$ cat config.mk
export PLATFORM = sky130hd
export DESIGN_NAME = fwd_hazard_ctrl
export DESIGN_NICKNAME = d
export VERILOG_FILES = /design/src/rtl/fwd_pkg.sv /design/src/rtl/fwd_sel_gen.sv /design/src/rtl/fwd_hazard_ctrl.sv
export SDC_FILE = /design/constraint.sdc
export NUM_CORES = 1
export LEC_CHECK = 0
export ABC_CLOCK_PERIOD_IN_PS = 2800
export BUFFER_PORTS_ARGS = -buffer_cell sky130_fd_sc_hd__buf_2
export CAP_MARGIN = 10
export CORE_ASPECT_RATIO = 0.6
export CORE_MARGIN = 10
export CORE_UTILIZATION = 50
export DETAILED_ROUTE_END_ITERATION = 6
export PLACE_DENSITY = 0.77
export RECOVER_POWER = 100
export SETUP_SLACK_MARGIN = 0.2
export SYNTH_ARGS = -nofsm -noshare
export SYNTH_HDL_FRONTEND = slang
export SYNTH_SLANG_ARGS = --single-unit
$ cat constraint.sdc
create_clock -name clk -period 2.8 [get_ports clk]
set_input_delay 0.28 -clock clk [delete_from_list [all_inputs] [get_ports clk]]
set_output_delay 0.28 -clock clk [all_outputs]
set_load 0.03 [all_outputs]
$ cat src/rtl/fwd_pkg.sv
// ---------------------------------------------------------------------------
// fwd_pkg
//
// Shared types for the EX-stage forwarding / load-use hazard control.
//
//   fwd_sel_t      2-bit operand-mux select code. 2'b11 is never produced.
//   stage_entry_t  one slot of the shadow pipeline {valid, rd, regwrite,
//                  memread} tracked for the EX, MEM and WB stages.
//   REG_ZERO       index of the hard-wired zero register.
//   is_writer()    true when an entry will really update a register.
// ---------------------------------------------------------------------------
package fwd_pkg;

  // Register index width held in the shadow entries. The top-level
  // REG_ADDR_W parameter is expected to match this value.
  localparam int RD_W = 5;

  localparam logic [RD_W-1:0] REG_ZERO = '0;

  typedef enum logic [1:0] {
    FWD_RF  = 2'b00,  // register-file read data
    FWD_WB  = 2'b01,  // MEM/WB result (writeback data)
    FWD_MEM = 2'b10   // EX/MEM result (ALU output)
  } fwd_sel_t;

  typedef struct packed {
    logic            valid;
    logic [RD_W-1:0] rd;
    logic            regwrite;
    logic            memread;
  } stage_entry_t;

  // An entry only counts as a producer when it is real, writes, and does
  // not target x0 (writes to x0 are discarded, so nothing can depend on them).
  function automatic logic is_writer(input stage_entry_t e);
    return e.valid & e.regwrite & (e.rd != REG_ZERO);
  endfunction

endpackage

$ cat src/rtl/fwd_sel_gen.sv
// ---------------------------------------------------------------------------
// fwd_sel_gen
//
// Combinational priority compare of one source register index against the
// shadow entries of the instructions that will sit ahead of it once it moves
// into EX.
//
// Ports:
//   use_rs     in   source is actually read by the instruction in ID
//   rs         in   source register index
//   ex_entry   in   shadow entry currently in EX  (will be in MEM next cycle)
//   mem_entry  in   shadow entry currently in MEM (will be in WB next cycle)
//   wb_entry   in   shadow entry currently in WB  (retiring this cycle)
//   sel        out  select code the instruction will use once in EX
// ---------------------------------------------------------------------------
module fwd_sel_gen
  import fwd_pkg::*;
#(
  parameter int REG_ADDR_W = RD_W
) (
  input  logic                  use_rs,
  input  logic [REG_ADDR_W-1:0] rs,
  input  stage_entry_t          ex_entry,
  input  stage_entry_t          mem_entry,
  input  stage_entry_t          wb_entry,
  output fwd_sel_t              sel
);

  logic [RD_W-1:0] rs_w;

  assign rs_w = RD_W'(rs);

  // The youngest producer wins: an EX-stage match means the value will be
  // on the EX/MEM bypass next cycle, a MEM-stage match means it will be on
  // the writeback bus. A match against the retiring WB entry resolves to
  // the register file, because the register file is write-first and already
  // presents the new value on its read port.
  always_comb begin
    sel = FWD_RF;
    if (use_rs && is_writer(ex_entry) && (rs_w == ex_entry.rd)) begin
      sel = FWD_MEM;
    end else if (use_rs && is_writer(mem_entry) && (rs_w == mem_entry.rd)) begin
      sel = FWD_WB;
    end else if (use_rs && is_writer(wb_entry) && (rs_w == wb_entry.rd)) begin
      sel = FWD_RF;
    end
  end

endmodule

$ cat src/rtl/fwd_hazard_ctrl.sv
// ---------------------------------------------------------------------------
// fwd_hazard_ctrl
//
// Control side of EX-stage operand selection. Tracks a shadow copy of the
// destination / write-enable / load flags for EX, MEM and WB, produces the
// registered operand-mux select codes that arrive together with the
// instruction entering EX, and detects load-use hazards.
//
// Ports:
//   clk           in   system clock
//   rst_n         in   asynchronous active-low reset
//   id_valid      in   ID holds a real instruction
//   id_rs1/rs2    in   source register indices
//   id_use_rs1/2  in   instruction reads the corresponding source
//   id_rd         in   destination register index
//   id_regwrite   in   instruction writes rd
//   id_memread    in   instruction is a load
//   flush         in   redirect resolved in EX, kill the ID instruction
//   ex_fwd_a_sel  out  operand A select for the instruction now in EX
//   ex_fwd_b_sel  out  operand B select for the instruction now in EX
//   stall         out  hold PC and IF/ID this cycle
//   bubble        out  ID/EX loads a NOP this cycle
//   stall_cnt     out  saturating count of load-use stall cycles
// ---------------------------------------------------------------------------
module fwd_hazard_ctrl
  import fwd_pkg::*;
#(
  parameter int REG_ADDR_W  = 5,
  parameter int STALL_CNT_W = 16
) (
  input  logic                   clk,
  input  logic                   rst_n,
  input  logic                   id_valid,
  input  logic [REG_ADDR_W-1:0]  id_rs1,
  input  logic [REG_ADDR_W-1:0]  id_rs2,
  input  logic                   id_use_rs1,
  input  logic                   id_use_rs2,
  input  logic [REG_ADDR_W-1:0]  id_rd,
  input  logic                   id_regwrite,
  input  logic                   id_memread,
  input  logic                   flush,
  output logic [1:0]             ex_fwd_a_sel,
  output logic [1:0]             ex_fwd_b_sel,
  output logic                   stall,
  output logic                   bubble,
  output logic [STALL_CNT_W-1:0] stall_cnt
);

  stage_entry_t ex_q, ex_d;
  stage_entry_t mem_q, mem_d;
  stage_entry_t wb_q, wb_d;

  fwd_sel_t sel_a_q, sel_a_d;
  fwd_sel_t sel_b_q, sel_b_d;
  fwd_sel_t gen_a, gen_b;

  logic [STALL_CNT_W-1:0] stall_cnt_q, stall_cnt_d;

  logic rs1_hits_ex;
  logic rs2_hits_ex;

  // Per-source select generation against the shadow pipeline.
  fwd_sel_gen #(
    .REG_ADDR_W (REG_ADDR_W)
  ) u_sel_a (
    .use_rs    (id_use_rs1),
    .rs        (id_rs1),
    .ex_entry  (ex_q),
    .mem_entry (mem_q),
    .wb_entry  (wb_q),
    .sel       (gen_a)
  );

  fwd_sel_gen #(
    .REG_ADDR_W (REG_ADDR_W)
  ) u_sel_b (
    .use_rs    (id_use_rs2),
    .rs        (id_rs2),
    .ex_entry  (ex_q),
    .mem_entry (mem_q),
    .wb_entry  (wb_q),
    .sel       (gen_b)
  );

  // Load-use detection: a load in EX only has its data at the end of MEM,
  // so a consumer in ID cannot take it from the EX/MEM bypass and must wait
  // one cycle. A flushed ID instruction is dead, so it never stalls.
  always_comb begin
    rs1_hits_ex = id_use_rs1 && (RD_W'(id_rs1) == ex_q.rd);
    rs2_hits_ex = id_use_rs2 && (RD_W'(id_rs2) == ex_q.rd);
    stall  = id_valid && !flush && is_writer(ex_q) && ex_q.memread &&
             (rs1_hits_ex || rs2_hits_ex);
    bubble = stall || flush;
  end

  // Next state of the shadow pipeline and select registers. When a bubble
  // is inserted the EX slot goes empty and the selects fall back to the
  // register file, so the NOP never picks up a bypass value.
  always_comb begin
    wb_d  = mem_q;
    mem_d = ex_q;

    ex_d = '0;
    if (id_valid && !bubble) begin
      ex_d.valid    = 1'b1;
      ex_d.rd       = RD_W'(id_rd);
      ex_d.regwrite = id_regwrite;
      ex_d.memread  = id_memread;
    end

    sel_a_d = FWD_RF;
    sel_b_d = FWD_RF;
    if (!bubble) begin
      sel_a_d = gen_a;
      sel_b_d = gen_b;
    end

    stall_cnt_d = stall_cnt_q;
    if (stall && (stall_cnt_q != {STALL_CNT_W{1'b1}})) begin
      stall_cnt_d = stall_cnt_q + STALL_CNT_W'(1);
    end
  end

  // State registers. Reset empties the shadow so nothing can forward from
  // or stall on an instruction that existed before reset.
  always_ff @(posedge clk or negedge rst_n) begin
    if (!rst_n) begin
      ex_q        <= '0;
      mem_q       <= '0;
      wb_q        <= '0;
      sel_a_q     <= FWD_RF;
      sel_b_q     <= FWD_RF;
      stall_cnt_q <= '0;
    end else begin
      ex_q        <= ex_d;
      mem_q       <= mem_d;
      wb_q        <= wb_d;
      sel_a_q     <= sel_a_d;
      sel_b_q     <= sel_b_d;
      stall_cnt_q <= stall_cnt_d;
    end
  end

  assign ex_fwd_a_sel = sel_a_q;
  assign ex_fwd_b_sel = sel_b_q;
  assign stall_cnt    = stall_cnt_q;

endmodule
Word-level counts from Yosys, hierarchy flattened
Cells that the tools add are included.
{"block": "classes", "add_sub_neg": 1, "n_eq_ne": 5, "muxes": 7, "bitwise": 4, "reduce_logical": 22}
{"op": "$eq 5x5->1", "count": 4}
{"op": "$add 16x1->16 const B", "count": 1}
{"op": "$logic_and 1x1->1", "count": 16}
{"op": "$ne 16x16->1 const B", "count": 1}
{"op": "$reduce_bool 5->1", "count": 2}
{"op": "$mux 2", "count": 4}
{"op": "$mux 8", "count": 1}
{"op": "$and 1x1->1", "count": 4}
{"op": "$logic_not 1->1", "count": 2}
{"op": "$logic_or 1x1->1", "count": 2}
{"op": "$mux 1", "count": 2}
{"block": "word_totals", "ff_bits": 35, "input_bits": 23, "out_inout_bits": 22, "wordCells": 49}

Depth between registers and ports, before layout
{"block": "depth", "word_depth": 9, "mapped_depth": 7, "mapped_depth_nobuf": 6}

Cells and area by module
A second synthesis with hierarchy kept.
{"block": "hier_totals", "cells_unflattened": 179, "area_unflattened_um2": 2070.7}
{"module": "fwd_hazard_ctrl", "n_inst": 1, "cells_per_inst": 133, "area_per_inst_um2": 1735.4, "seq_area_each_um2": 1101.1}
{"module": "fwd_sel_gen", "n_inst": 2, "cells_per_inst": 23, "area_per_inst_um2": 167.7, "seq_area_each_um2": 0.0}

Least setup slack after synthesis
Ideal clock, no wire load.
{"block": "synth_timing", "path_type": "flip-flop to flip-flop", "startpoint": "reg ex_q[3] (netlist name)", "endpoint": "reg sel_a_q[0] (netlist: ex_fwd_a_sel[0])", "setup_time_ps": 80, "arrival_ps": 2124, "t_required_ps": 2720, "slack_ps": 595, "path_stages_with_launch": 7, "path_buffers": 0, "synth_period_minus_slack_ps": 2205, "cell_sequence": "dfrtp_1 -> or4_1 -> o211ai_2 -> or2_4 -> a21oi_2 -> or4_4 -> nor3_2"}
{"block": "synth_via", "elab_chain_cells": 7, "word_cells_on_any_way": 15, "cone_classes": "2 x eq/ne; 2 x mux; 1 x bitwise; 10 x reduce/logical"}
{"element": "from (decl)", "line": "fwd_hazard_ctrl.sv:49", "rtl": "stage_entry_t ex_q, ex_d;"}
{"element": "from (signal assigned)", "line": "fwd_hazard_ctrl.sv:128", "rtl": "ex_q <= '0;"}
{"element": "from (signal assigned)", "line": "fwd_hazard_ctrl.sv:135", "rtl": "ex_q <= ex_d;"}
{"element": "$reduce_bool 5->1", "line": "fwd_pkg.sv:36", "rtl": "return e.valid & e.regwrite & (e.rd != REG_ZERO);"}
{"element": "$and 1x1->1", "line": "fwd_pkg.sv:36"}
{"element": "$logic_and 1x1->1 (2 in series)", "line": "fwd_hazard_ctrl.sv:91", "rtl": "stall = id_valid && !flush && is_writer(ex_q) && ex_q.memread &&"}
{"element": "$logic_and 1x1->1 *", "line": "fwd_hazard_ctrl.sv:91"}
{"element": "via stall", "line": "fwd_hazard_ctrl.sv:44", "rtl": "output logic stall,"}
{"element": "$logic_or 1x1->1 *", "line": "fwd_hazard_ctrl.sv:93", "rtl": "bubble = stall || flush;"}
{"element": "$mux 2 *", "line": "fwd_hazard_ctrl.sv:113", "rtl": "if (!bubble) begin"}
{"element": "via sel_a_d[0]", "line": "fwd_hazard_ctrl.sv:53", "rtl": "fwd_sel_t sel_a_q, sel_a_d;"}
{"element": "to (signal assigned)", "line": "fwd_hazard_ctrl.sv:138", "rtl": "sel_a_q <= sel_a_d;"}
{"element": "to (decl)", "line": "fwd_hazard_ctrl.sv:53"}
Mark *: on every way through the listed nets, which the timed path passes. The rest lies on a longest branch.
A chain may end at the register's enable or synchronous reset.

Final worst setup path
{"block": "layout_timing", "startpoint": "reg ex_q[4] (netlist name)", "endpoint": "out bubble"}
{"block": "layout_via", "elab_chain_cells": 6, "word_cells_on_any_way": 11, "cone_classes": "2 x eq/ne; 1 x bitwise; 8 x reduce/logical"}
{"element": "$reduce_bool 5->1", "line": "fwd_pkg.sv:36"}
{"element": "$and 1x1->1", "line": "fwd_pkg.sv:36"}
{"element": "$logic_and 1x1->1 (2 in series)", "line": "fwd_hazard_ctrl.sv:91"}
{"element": "$logic_and 1x1->1 *", "line": "fwd_hazard_ctrl.sv:91"}
{"element": "$logic_or 1x1->1 *", "line": "fwd_hazard_ctrl.sv:93"}
{"element": "to (decl)", "line": "fwd_hazard_ctrl.sv:45", "rtl": "output logic bubble,"}
Mark *: on every way between the ends. The rest lies on a longest branch, timed or not.

==> results.json <==
{
  "outcome": "finished with violations",
  "violations": "max-capacitance violations, max-slew violations",
  "rsz0062_at_grt": "no",
  "placementRows": 15,
  "grt_max_degree": 36,
  "fin_hold_ws_ns": 0.206,
  "cts_tree": "built",
  "synth_ff_type": "dfrtp_1",
  "p_clk_share_pct": 37.2,
  "grt_remaining_overflow": 0,
  "postCtsHoldBufs": 0,
  "yosys_register_bits": 35,
  "path_max_fanout": 4,
  "start_kind": "flop",
  "synth_edf_count": 0,
  "path_cells": "or4_1 -> o211ai_1 -> or2_4 -> a21oi_1 -> or2_2 -> clkbuf_2",
  "ant_nets": 0,
  "leakagePower_uw": 0.000895,
  "die_y_um": 64.4,
  "numCtsBuffers": 5,
  "end_kind": "output pin",
  "switching_power_uw": 221,
  "ys_seq_area_share_pct": 53.4,
  "final_hold_viol_count": 0,
  "portBuffers": 44,
  "ir_drop_uv": 344,
  "tightest_slew_ns": 1.77,
  "avgViaCountPerCell": 5.29,
  "cts_buffer_depth": 2,
  "grt_pass1_wl_mm": 6.42,
  "start_util_pct": 54.6,
  "htreeDepth": 2,
  "power.density_nw_per_um2": 482,
  "die_w_um": 93.9,
  "p_int_uw": 718,
  "finalCritPeriodShare_pct": 91.7,
  "synthSimpleGateAreaFrac_pct": 23.3,
  "slowest_stage": "or4_1",
  "antennaDiodeCount": 0,
  "gp_congestion": 1.05,
  "drt-pass1-iter-count": 4,
  "grt_pass1_vias": 1256,
  "synth_mux_area_share_pct": 2.06,
  "fin_area_sq_um": 1950,
  "cts-root-buf": "clkbuf_8",
  "maxSlewViolCount": 36,
  "coreArea_sq_um": 3000,
  "clkLatencyLatePin_ns": 0.28,
  "setup_viol_count_final": 0,
  "final_cell_mix": "dfrtp_1, clkbuf_1, buf_2, xor2_1, xnor2_1",
  "cpPeakStageDelay_ns": 0.51,
  "power_uw": 939,
  "synth_warnings": 0,
  "drive_gt1_share_pct": 19.5,
  "synthXorXnorAreaFrac_pct": 17.6,
  "crit_arrival_ns": 2.29,
  "required_ns": 2.52,
  "drc": 0,
  "grtUsageTotal_pct": 13.5,
  "area_delta_synth_final_pct": 18.8,
  "min_path_type": "in -> reg",
  "cts_num_sinks": 35,
  "final.setup.tns_ns": 0,
  "netSwitchingFraction_pct": 23.6,
  "fin_skew_ns": 0.00318,
  "placed_area_sq_um": 1910,
  "cap_violations": 1,
  "path_buf_inv": 1,
  "io_pins": 45,
  "finish.utilization_pct": 64.8,
  "final_common_cell": "dfrtp_1",
  "share_seq_of_total_power_pct": 55.7,
  "nets": 218,
  "pwr-share-comb_pct": 7.1,
  "dp_hpwl_mm": 3.22,
  "vias": 1254,
  "synth.distinct_cells": 28,
  "syn_nets": 166,
  "slew_headroom_pct": -18.0,
  "synth_area_sq_um": 1640,
  "synth_area_per_cell_sq_um": 11.5,
  "path_clk_slew_ns": 0.07,
  "syn_inst": 142,
  "path_class": "reg -> out",
  "min_period_ns": 2.57,
  "dieArea_sq_um": 6040,
  "clock.fmax_mhz": 390,
  "synth_top_family_by_area": "simple AND/OR/NAND/NOR gates",
  "wl_per_cell_um": 17.0,
  "wirelength_mm": 4.03,
  "antenna_found_initial": 0,
  "synth_compound_area_share_pct": 2.52,
  "cp_top_family": "simple AND/OR/NAND/NOR gates",
  "synth-adder-area-share_pct": 0.763,
  "async_flop_share_pct": 100,
  "drtIter0Drc": 104
}
==> final cells by class <==
class | instances | area, sq um
timing repair buffer | 46 | 208
tap | 42 | 52.6
fill | 245 | 1060
clock buffer | 7 | 76.3
sequential | 35 | 876
clock inverter | 1 | 5.00
multi-input combinational | 106 | 729
==> per-stage QoR <==
| stage | instances | setup slack, ns |
|---|---|---|
| detailed placement | 228 | 0.544 |
| floorplan | 142 | 0.595 |
| global route | 237 | 0.131 |
| global placement | 228 | 0.582 |
| CTS | 236 | 0.255 |
| finish | 237 | 0.234 |
==> power by group through the flow <==
stage                     combinational, uW  sequential, uW  clock, uW
after floorplan                        31.0             530          0
after global placement                 68.0             532          0
after detailed placement               68.8             533          0
after CTS                              69.2             523        353
after global routing                   73.8             524        384
final                                  66.8             523        349
==> cells by family (layout without fill, tap and decap cells) <==
| logic type | count (synthesis) | after routing |
|---|---|---|
| simple gates | 65 | 65 |
| flops | 35 | 35 |
| xor+xnor | 33 | 33 |
| compound gates | 4 | 4 |
| mux | 3 | 3 |
| fa+ha+maj | 1 | 1 |
| buf+inv | 1 | 54 |
==> Yosys cell counts (all sizes together) (2+ instances only) <==
| master | count | area share, % |
|---|---|---|
| and2 | 7 | 2.7 |
| dfrtp | 35 | 53 |
| nor2 | 5 | 1.1 |
| or4 | 3 | 1.6 |
| nand2 | 13 | 3.0 |
| and3 | 4 | 1.5 |
| nand3 | 9 | 3.4 |
| xor2 | 18 | 9.6 |
| nor4 | 4 | 1.5 |
| nor3 | 7 | 2.7 |
| xnor2 | 15 | 8.0 |
| mux2 | 3 | 2.1 |
| nand4 | 6 | 2.3 |
| or2 | 2 | 0.92 |
| nor2b | 2 | 0.76 |
==> registers in the layout, summed over array words and instances, names as in the netlist <==
signal        flops
stall_cnt        16
mem_q             7
ex_q              8
ex_fwd_b_sel      2
ex_fwd_a_sel      2
==> per-layer routing <==
layer	vias up	global-route usage [%]	wire length, um
met5	-	0	0
met4	0	3.96	0
met3	0	4.08	250
met2	42	20.4	1870
met1	620	18.2	1910
li1	592	-	-
==> repair_timing <==
action / in CTS / in global routing
setup buffers: 0 / 1
hold endpoints to repair: 0 / 0
gates resized for setup: 0 / 1
setup endpoints to repair: 0 / 1
==> final timing paths <==
path | start | end | slack [ns] | cells past startpoint
min in group asynchronous | rst_n | ex_q[7] | 0.47 | 1
setup reg to reg | ex_q[4] | ex_q[2] | 0.36 | 6
max in group asynchronous | rst_n | stall_cnt[10] | 1.32 | 1
setup / recovery | ex_q[4] | bubble | 0.23 | 6
hold / removal | id_rd[3] | ex_q[5] | 0.21 | 2
hold reg to reg | ex_q[7] | mem_q[7] | 0.40 | 0
==> worst register-to-register path, delay by kind of cell (launching register included) <==
kind	cells	cell delay, ns
AND/OR/NAND/NOR	4	1.58
AO/OA/AOI/OAI	2	0.35
flip-flops	1	0.43
(Power assumes the default switching activity.)
